$ cat config.mk
export PLATFORM = sky130hd
export DESIGN_NAME = uart_tx_serializer_flat
export DESIGN_NICKNAME = d
export VERILOG_FILES = /design/src/rtl/uart_pkg.sv /design/src/rtl/uart_tx_serializer_if.sv /design/src/rtl/uart_baud_counter.sv /design/src/rtl/uart_tx_serializer.sv /design/src/flat_wrapper.sv
export SDC_FILE = /design/constraint.sdc
export NUM_CORES = 1
export LEC_CHECK = 0
export ABC_AREA = 1
export ABC_CLOCK_PERIOD_IN_PS = 1500
export BUFFER_PORTS_ARGS = -buffer_cell sky130_fd_sc_hd__buf_2
export CAP_MARGIN = 0
export CORE_ASPECT_RATIO = 2
export CORE_MARGIN = 2
export CORE_UTILIZATION = 51
export DETAILED_ROUTE_END_ITERATION = 8
export GPL_TIMING_DRIVEN = 0
export PLACE_DENSITY_LB_ADDON = 0.2
export SYNTH_ARGS = -nofsm -noshare
export SYNTH_HDL_FRONTEND = slang
export SYNTH_HIERARCHICAL = 1
export SYNTH_SLANG_ARGS = --single-unit
$ cat constraint.sdc
create_clock -name clk -period 1.5 [get_ports clk]
set_input_delay 0.075 -clock clk [delete_from_list [all_inputs] [get_ports clk]]
set_output_delay 0.075 -clock clk [all_outputs]
set_load 0.03 [all_outputs]
$ cat src/rtl/uart_pkg.sv
// Shared UART types: TX state encoding and TX buffer word width.
// Imported by the serializer, its interface and the bench.
package uart_pkg;

    localparam int UART_WORD_W = 10;

    typedef enum logic [1:0] {
        TX_IDLE  = 2'd0,
        TX_START = 2'd1,
        TX_DATA  = 2'd2,
        TX_STOP  = 2'd3
    } tx_state_t;

endpackage

$ cat src/rtl/uart_tx_serializer_if.sv
// TX buffer <-> serializer handshake bundle.
// master: TX buffer (drives enable, word, load strobe); slave: serializer.
interface uart_tx_serializer_if;
    import uart_pkg::*;

    logic                   tx_ena;
    logic [UART_WORD_W-1:0] tx_word;
    logic                   tx_loaded;
    logic [1:0]             tx_state;
    logic                   tx_done;

    modport master (
        output tx_ena, tx_word, tx_loaded,
        input  tx_state, tx_done
    );

    modport slave (
        input  tx_ena, tx_word, tx_loaded,
        output tx_state, tx_done
    );

endinterface

$ cat src/rtl/uart_baud_counter.sv
// Bit-period counter: counts 0..CLKS_PER_BIT-1, tick on the last count.
// Ports: clk, rst (sync high), clear (hold at 0), tick (bit boundary).
module uart_baud_counter #(
    parameter int CLKS_PER_BIT = 16
) (
    input  logic clk,
    input  logic rst,
    input  logic clear,
    output logic tick
);

    localparam int CW = (CLKS_PER_BIT > 1) ? $clog2(CLKS_PER_BIT) : 1;
    localparam logic [CW-1:0] LAST = CW'(CLKS_PER_BIT - 1);

    logic [CW-1:0] cnt_q;
    logic [CW-1:0] cnt_d;

    assign tick = (cnt_q == LAST);

    // Wraps to 0 at each boundary so every bit period restarts cleanly.
    always_comb begin
        cnt_d = tick ? '0 : cnt_q + CW'(1);
    end

    always_ff @(posedge clk) begin
        if (rst || clear) begin
            cnt_q <= '0;
        end else begin
            cnt_q <= cnt_d;
        end
    end

endmodule

$ cat src/rtl/uart_tx_serializer.sv
// UART transmit engine: loads a word on a rising tx_loaded and sends start/data/parity/stop LSB-first.
// Ports: clk, rst (sync high), bus (slave: tx_ena/tx_word/tx_loaded in, tx_state/tx_done out), txd (idle high).
module uart_tx_serializer
    import uart_pkg::*;
#(
    parameter int CLKS_PER_BIT = 16,
    parameter int DATA_BITS    = 8,
    parameter int PARITY_EN    = 0,
    parameter int PARITY_ODD   = 0,
    parameter int STOP_BITS    = 1
) (
    input  logic                  clk,
    input  logic                  rst,
    uart_tx_serializer_if.slave   bus,
    output logic                  txd
);

    localparam logic [3:0] LAST_DATA = 4'(DATA_BITS - 1);
    localparam logic [3:0] LAST_STOP = 4'(STOP_BITS - 1);

    tx_state_t              state_q;
    logic                   txd_q;
    logic                   done_q;
    logic [DATA_BITS-1:0]   shift_q;
    logic                   par_q;
    logic [3:0]             bit_idx_q;
    logic                   ld_q;

    logic                   tick;
    logic                   baud_clear;
    logic [DATA_BITS-1:0]   data;
    logic                   unused_word;

    assign data        = bus.tx_word[DATA_BITS-1:0];
    // Upper word bits are don't-care for narrow frames.
    assign unused_word = ^bus.tx_word;

    // Only IDLE needs an explicit clear; every other state change
    // happens on a tick, where the counter wraps to 0 by itself.
    assign baud_clear = (state_q == TX_IDLE) || !bus.tx_ena;

    uart_baud_counter #(
        .CLKS_PER_BIT(CLKS_PER_BIT)
    ) u_baud (
        .clk  (clk),
        .rst  (rst),
        .clear(baud_clear),
        .tick (tick)
    );

    always_ff @(posedge clk) begin
        if (rst || !bus.tx_ena) begin
            state_q   <= TX_IDLE;
            txd_q     <= 1'b1;
            done_q    <= 1'b0;
            shift_q   <= '0;
            par_q     <= 1'b0;
            bit_idx_q <= '0;
            ld_q      <= 1'b0;
        end else begin
            ld_q   <= bus.tx_loaded;
            done_q <= 1'b0;
            unique case (state_q)
                TX_IDLE: begin
                    if (bus.tx_loaded && !ld_q) begin
                        shift_q <= data;
                        par_q   <= (^data) ^ (PARITY_ODD != 0);
                        txd_q   <= 1'b0;
                        state_q <= TX_START;
                    end
                end
                TX_START: begin
                    if (tick) begin
                        state_q   <= TX_DATA;
                        bit_idx_q <= '0;
                        txd_q     <= shift_q[0];
                    end
                end
                TX_DATA: begin
                    // bit_idx == DATA_BITS marks the parity bit period.
                    if (tick) begin
                        if (bit_idx_q < LAST_DATA) begin
                            shift_q   <= shift_q >> 1;
                            txd_q     <= shift_q[1];
                            bit_idx_q <= bit_idx_q + 4'd1;
                        end else if (PARITY_EN != 0 && bit_idx_q == LAST_DATA) begin
                            txd_q     <= par_q;
                            bit_idx_q <= bit_idx_q + 4'd1;
                        end else begin
                            state_q   <= TX_STOP;
                            txd_q     <= 1'b1;
                            bit_idx_q <= '0;
                        end
                    end
                end
                TX_STOP: begin
                    if (tick) begin
                        if (bit_idx_q == LAST_STOP) begin
                            state_q <= TX_IDLE;
                            done_q  <= 1'b1;
                        end else begin
                            bit_idx_q <= bit_idx_q + 4'd1;
                        end
                    end
                end
                default: begin
                    state_q <= TX_IDLE;
                    txd_q   <= 1'b1;
                end
            endcase
        end
    end

    assign bus.tx_state = state_q;
    assign bus.tx_done  = done_q;
    assign txd          = txd_q;

endmodule

$ cat src/flat_wrapper.sv
// flat-port wrapper written by rule: the top's interface ports become plain ports
module uart_tx_serializer_flat import uart_pkg::*;
#(
    parameter int CLKS_PER_BIT = 16,
    parameter int DATA_BITS    = 8,
    parameter int PARITY_EN    = 0,
    parameter int PARITY_ODD   = 0,
    parameter int STOP_BITS    = 1
)
  (clk, rst, txd, bus_tx_ena, bus_tx_word, bus_tx_loaded, bus_tx_state, bus_tx_done);
  uart_tx_serializer_if bus_i ();
  input  logic clk;
  input  logic rst;
  output logic txd;
  input wire logic [$bits(bus_i.tx_ena)-1:0] bus_tx_ena;
  input wire logic [$bits(bus_i.tx_word)-1:0] bus_tx_word;
  input wire logic [$bits(bus_i.tx_loaded)-1:0] bus_tx_loaded;
  output wire logic [$bits(bus_i.tx_state)-1:0] bus_tx_state;
  output wire logic [$bits(bus_i.tx_done)-1:0] bus_tx_done;
  assign bus_i.tx_ena = bus_tx_ena;
  assign bus_i.tx_word = bus_tx_word;
  assign bus_i.tx_loaded = bus_tx_loaded;
  assign bus_tx_state = bus_i.tx_state;
  assign bus_tx_done = bus_i.tx_done;
  uart_tx_serializer #(.CLKS_PER_BIT(CLKS_PER_BIT), .DATA_BITS(DATA_BITS), .PARITY_EN(PARITY_EN), .PARITY_ODD(PARITY_ODD), .STOP_BITS(STOP_BITS)) u_core (.clk(clk), .rst(rst), .bus(bus_i), .txd(txd));
endmodule
# --- After elaboration in Yosys (flattened, before gate mapping) ---
# Index checks and enable logic that the tools add are counted.
word_totals:
  register_bits: 21
  in_bits: 14
  wordCells: 64
classes:
  reduce_logical: 17
  magnitude_cmp: 1
  muxes: 23
  addsub: 2
  bitwise_logic: 2
  n_eq_ne: 12
op_table:
  columns: ["operator", "n"]
  rows:
  - ["$mux 8", 3]
  - ["$mux 4", 5]
  - ["$pmux 8 s2", 1]
  - ["$mux 2", 6]
  - ["$ne 2x2->1 const B", 6]
  - ["$pmux 4 s3", 1]
  - ["$add 4x1->4 const B", 2]
  - ["$pmux 2 s4", 1]
  - ["$reduce_and 4->1", 2]
  - ["$reduce_and 6->1", 1]
  - ["$reduce_bool 3->1", 2]
  - ["$mux 1", 5]
  - ["$reduce_and 5->1", 1]
  - ["$eq 2x2->1 const B", 2]
  - ["$eq 4x4->1 const B", 1]
  - ["$logic_not 4->1", 1]
  - ["$lt 4x3->1 const B", 1]
  - ["$ne 2x1->1 const B", 2]
  - ["$logic_or 1x1->1", 3]
  - ["$pmux 1 s3", 1]
  - ["$reduce_or 3->1", 1]
  - ["$eq 2x1->1 const B", 1]
  - ["$logic_not 1->1", 2]
  - ["$logic_not 2->1", 1]
  - ["other kinds (4)", 5]

# --- Depth between registers and ports, before layout ---
logic_depth:
  ltp_word: 4
  depth_mapped: 11

# --- Modules after synthesis ---
# Netlist, hierarchy kept.
by_module_without_submodules:
  columns: ["module", "instances", "seq_area_each_um2", "cells_per_inst", "area_each_um2"]
  rows:
  - ["uart_tx_serializer", 1, 340.3, 178, 1176.1]
  - ["uart_baud_counter", 1, 80.1, 19, 166.4]

# --- Least setup slack after synthesis ---
# No wires, ideal clock.
synth_timing:
  kind: "register to register"
  from: "register u_core.state_q[0], in the netlist u_core/bus.tx_state[0]"
  to: "register u_core.state_q[0], in the netlist u_core/bus.tx_state[0]"
  path_slack_ps: -202
  required_ps: 1386
  arrival_time_ps: 1588
  stages_incl_launch_ff: 10
  path_cell_list: "dfxtp_1 inv_1 ha_1 buf_6 o21ai_2 nand2_1 nor2_1 nand3_1 nand2_1 nor2_1"
synth_via:
  elab_chain_cells: 3
synth_lines:
  columns: ["item", "line_no", "source"]
  rows:
  - ["start, declared", "uart_tx_serializer.sv:21", "tx_state_t state_q;"]
  - ["start signal, assigned", "uart_tx_serializer.sv:53", "state_q <= TX_IDLE;"]
  - ["start signal, assigned", "uart_tx_serializer.sv:69", "state_q <= TX_START;"]
  - ["start signal, assigned", "uart_tx_serializer.sv:74", "state_q <= TX_DATA;"]
  - ["$eq 2x2->1 (tied with other cells)", "uart_tx_serializer.sv:63", "unique case (state_q)"]
  - ["$ne 2x1->1 (no source line) or $ne 2x2->1 (tied branches)", null, null]
  - ["$reduce_and 6->1 (no source line)", null, null]
# Several ways; a longest one is shown, not always the timed one.
# A chain may end at the register's enable or synchronous reset.

# --- Worst setup path after layout ---
layout_timing:
  from: "register u_core.state_q[0], in the netlist u_core/bus.tx_state[0]"
  to: "register u_core.shift_q[6]"
layout_via:
  elab_chain_cells: 3
layout_lines:
  columns: ["item", "line_no", "source"]
  rows:
  - ["$eq 2x2->1 or $logic_not 2->1 (tied branches)", "uart_tx_serializer.sv:63", null]
  - ["$ne 2x1->1 (no source line) (tied with other cells)", null, null]
  - ["$reduce_and 4->1 (no source line)", null, null]
  - ["end signal, assigned", "uart_tx_serializer.sv:66", "shift_q <= data;"]
  - ["end signal, assigned", "uart_tx_serializer.sv:83", "shift_q <= shift_q >> 1;"]
  - ["end, declared", "uart_tx_serializer.sv:24", "logic [DATA_BITS-1:0] shift_q;"]
# Several ways; a longest one is shown, not always the timed one.

==> metrics.md <==
| Metric | Value |
|---|---|
| Status | `finished clean` |
| Gpl congestion | `0.830` |
| CTS tree | `built` |
| Hold Buf Count CTS | `0` |
| Die Wd | `40.3 um` |
| Top cells by area, synth | `dfxtp_1 (31%), nand2_1 (15%), ha_1 (8.4%)` |
| Die area | `3080 um^2` |
| Ant. Diodes | `0` |
| Pwr per Cell Area | `922 nW/um^2` |
| Delay-heaviest family, CP | `flip-flops` |
| # IOs | `18` |
| Most frequent cell after synthesis | `nand2_1` |
| Synth warn | `6` |
| Drt initial violations | `31` |
| Final Hold Viols | `0` |
| Routed len/inst | `11.9 um` |
| Max clock buf depth | `2` |
| Overall power | `1.56 mW` |
| CORE AREA | `2540 um^2` |
| Initial Util | `52.9%` |
| Port buffer count | `15` |
| Post-synth top cells | `nand2_1 (53), inv_1 (28), dfxtp_1 (21), nor2_1 (19), nand3_1 (14)` |
| Critical Path Slowest Stage Cell | `dfxtp_4` |
| Share of layout cells above drive strength 1 | `a little over a third` |
| Data required time of the worst path | `1.71 ns` |
| Die Y | `76.6 um` |
| Register area share after synthesis | `31.3%` |
| Via density | `~5` |
| LEAKAGE | `between 0.8 and 0.9 nW` |
| Ys async rst share | `0%` |
| Crit path kind | `register to register` |
| Main synth FF type | `dfxtp_1` |
| Slew @ Worst Pin | `0.259 ns` |
| Setup TNS | `0 ns` |
| Critical Path Fanout Max | `6` |
| Placed standard-cell area | `1460 um^2` |
| Vias in the first global route | `1098` |
| Post-Layout Cell Count | `250` |
| Min Tclk post-route | `1.47 ns` |
| Design area | `1690 um^2` |
| # rows | `26` |
| Synthesis-to-finish area growth | `25.9%` |
| Mapped Cells | `197` |
| CP Cell Sequence | `inv_6 > ha_4 > buf_8 > buf_2 > nand2_1 > a21boi_2 > and3_1 > nor2_2` |
| First-pass GRT wire length | `between 4000 and 5000 um` |
| Slew HR | `82.7%` |
| Final #Nets | `246` |
| Antenna Nets Post-Route | `0` |
| Startpoint Class | `register` |
| Clk root buf | `clkbuf_8` |
| Initial antenna violation count | `0` |
| VDD IR-drop max | `just over 0.7 mV` |
| Wirelength, routed | `2960 um` |
| Register bit count reported by yosys | `21` |
| Critical path's largest stage delay | `0.38 ns` |
| CTS H-tree lvls | `1` |
| CP arrival | `1.68 ns` |
| Top-area cell type share of the netlist area | `between 30% and 40%` |
| Netlist Area Pre-Place | `1340 um^2` |
| Post-Syn Nets | `220` |
| Clock skew | `0.00389 ns` |
| Detail Placement HPWL | `2060 um` |
| Endpoints failing setup | `0` |
| Pin count of the biggest net entering global routing | `14` |
| Placed cells | `240` |
| Avg Cell Area, Syn | `6.81 um^2` |
| Max Cap Viol | `0` |
| Worst-skew pair later-pin latency | `0.26 ns` |
| DR vias | `approximately 1300` |
| RSZ-0062 raised after global routing | `true` |
| Congestion Overflow GR | `0` |
| Worst-path clk slew | `0.08 ns` |
| Filler Cells Inserted | `between 200 and 250` |
| Sum of buffers and inverters on the critical path | `3` |
| Post-synth cell types | `27` |
| EDFF count, synth | `0` |
| Slew Viols, Final | `0` |
| TritonCTS Sinks | `21` |
| Critical path endpoint category | `register` |
| Cts bufs inserted | `3` |
| Fmax | `681 MHz` |
| Drt pass-1 iters | `4` |
| DR DRC count | `0` |
| Final core utilization | `around two thirds` |
| Type of the tightest min-delay check | `input pin to register` |
| Largest area contributor in the netlist | `dfxtp_1` |
| GRT Overall Usage | `20.2%` |
| Tcrit/Tclk final | `between 90% and 100%` |
==> cells in the final DEF (no fill, tap or decap), types with 4 or more instances in the layout <==
| cell type | instances |
|---|---|
| ha_1 | 5 |
| nor2_1 | 16 |
| buf_2 | 18 |
| buf_4 | 4 |
| inv_2 | 4 |
| nand3_1 | 14 |
| inv_1 | 25 |
| and3_1 | 7 |
| nand2_1 | 41 |
| nand2_2 | 13 |
| o21a_1 | 5 |
| nor2_2 | 11 |
| dfxtp_1 | 17 |
==> routing by layer <==
| layer | vias to the layer above | wire length (um) | GRT usage (%) |
|---|---|---|---|
| li1 | 664 | - | - |
| met1 | 567 | 1180 | 22.1 |
| met2 | 19 | 1670 | 34.5 |
| met3 | 4 | 66 | 3.50 |
| met4 | 0 | 53 | 9.00 |
| met5 | - | 0 | 0 |
==> layout make-up <==
class	instances	area (um^2)	share of cell area, %
clock buffers	3	41.3	2.44
inverters	32	128	7.55
repair buffers	20	110	6.51
multi-input cells	142	915	54.1
flip-flops and latches	21	430	25.5
plain buffers	3	25.0	1.48
clock inverters	1	6.26	0.370
well taps	28	35.0	2.07
==> kinds of logic (layout without fill, tap and decap cells) <==
logic type / after synthesis / count (layout) / share of synthesized area (%)
AO/OA/AOI/OAI: 19 / 19 / 9.69
XOR/XNOR: 1 / 1 / 0.652
adder cells (fa/ha/maj): 9 / 9 / 8.39
buffers and inverters: 35 / 59 / 10.5
flip-flops: 21 / 21 / 31.3
AND/OR/NAND/NOR: 112 / 113 / 39.4
==> stage by stage <==
stage	worst slack, ns	hold slack [ns]
6_report	0.0319	0.0664
5_1_grt	-0.0578	0.0679
4_1_cts	0.000780	0.0413
3_5_place_dp	-0.113	0.331
3_3_place_gp	-0.0552	0.327
2_1_floorplan	0.0246	0.187
==> where the power goes <==
| group | internal, mW | switching, mW | total (mW) | leakage, nW |
|---|---|---|---|---|
| Combinational | 0.226 | 0.331 | 0.558 | 0.604 |
| Clock | 0.189 | 0.197 | 0.386 | 0.0260 |
| Sequential | 0.590 | 0.0243 | 0.615 | 0.173 |
==> worst reg2reg max path: cells and delay by family, from the launching register on <==
kind                       cells  cell delay [ns]
and+or+nand+nor                3             0.37
AOI/OAI and AO/OA              1             0.15
DFF                            1             0.38
buffers and inverters          3             0.38
adders and majority gates      1             0.14
==> flip-flops by register name, indices dropped and copies added (netlist names) <==
name                 cells
u_core/shift_q           8
u_core/bit_idx_q         4
u_core/u_baud/cnt_q      4
u_core/bus.tx_state      2
u_core/bus.tx_done       1
u_core/ld_q              1
u_core/txd               1
==> repair_timing <==
item	CTS	global route
gates cloned	0	1
endpoints found under the setup margin	14	15
setup buffers	1	4
pin swaps	2	5
gates resized for setup	7	35
==> worst paths after layout <==
check        cells past startpoint                    from           endpoint  slack [ns]
max                              8  u_core/bus.tx_state[0]  u_core/shift_q[6]        0.03
min                              3           bus_tx_loaded        u_core/ld_q        0.07
max reg2reg                      8  u_core/bus.tx_state[0]  u_core/shift_q[6]        0.03
min reg2reg                      2       u_core/shift_q[7]  u_core/shift_q[7]        0.48
Power figures use the tool's default switching activity.
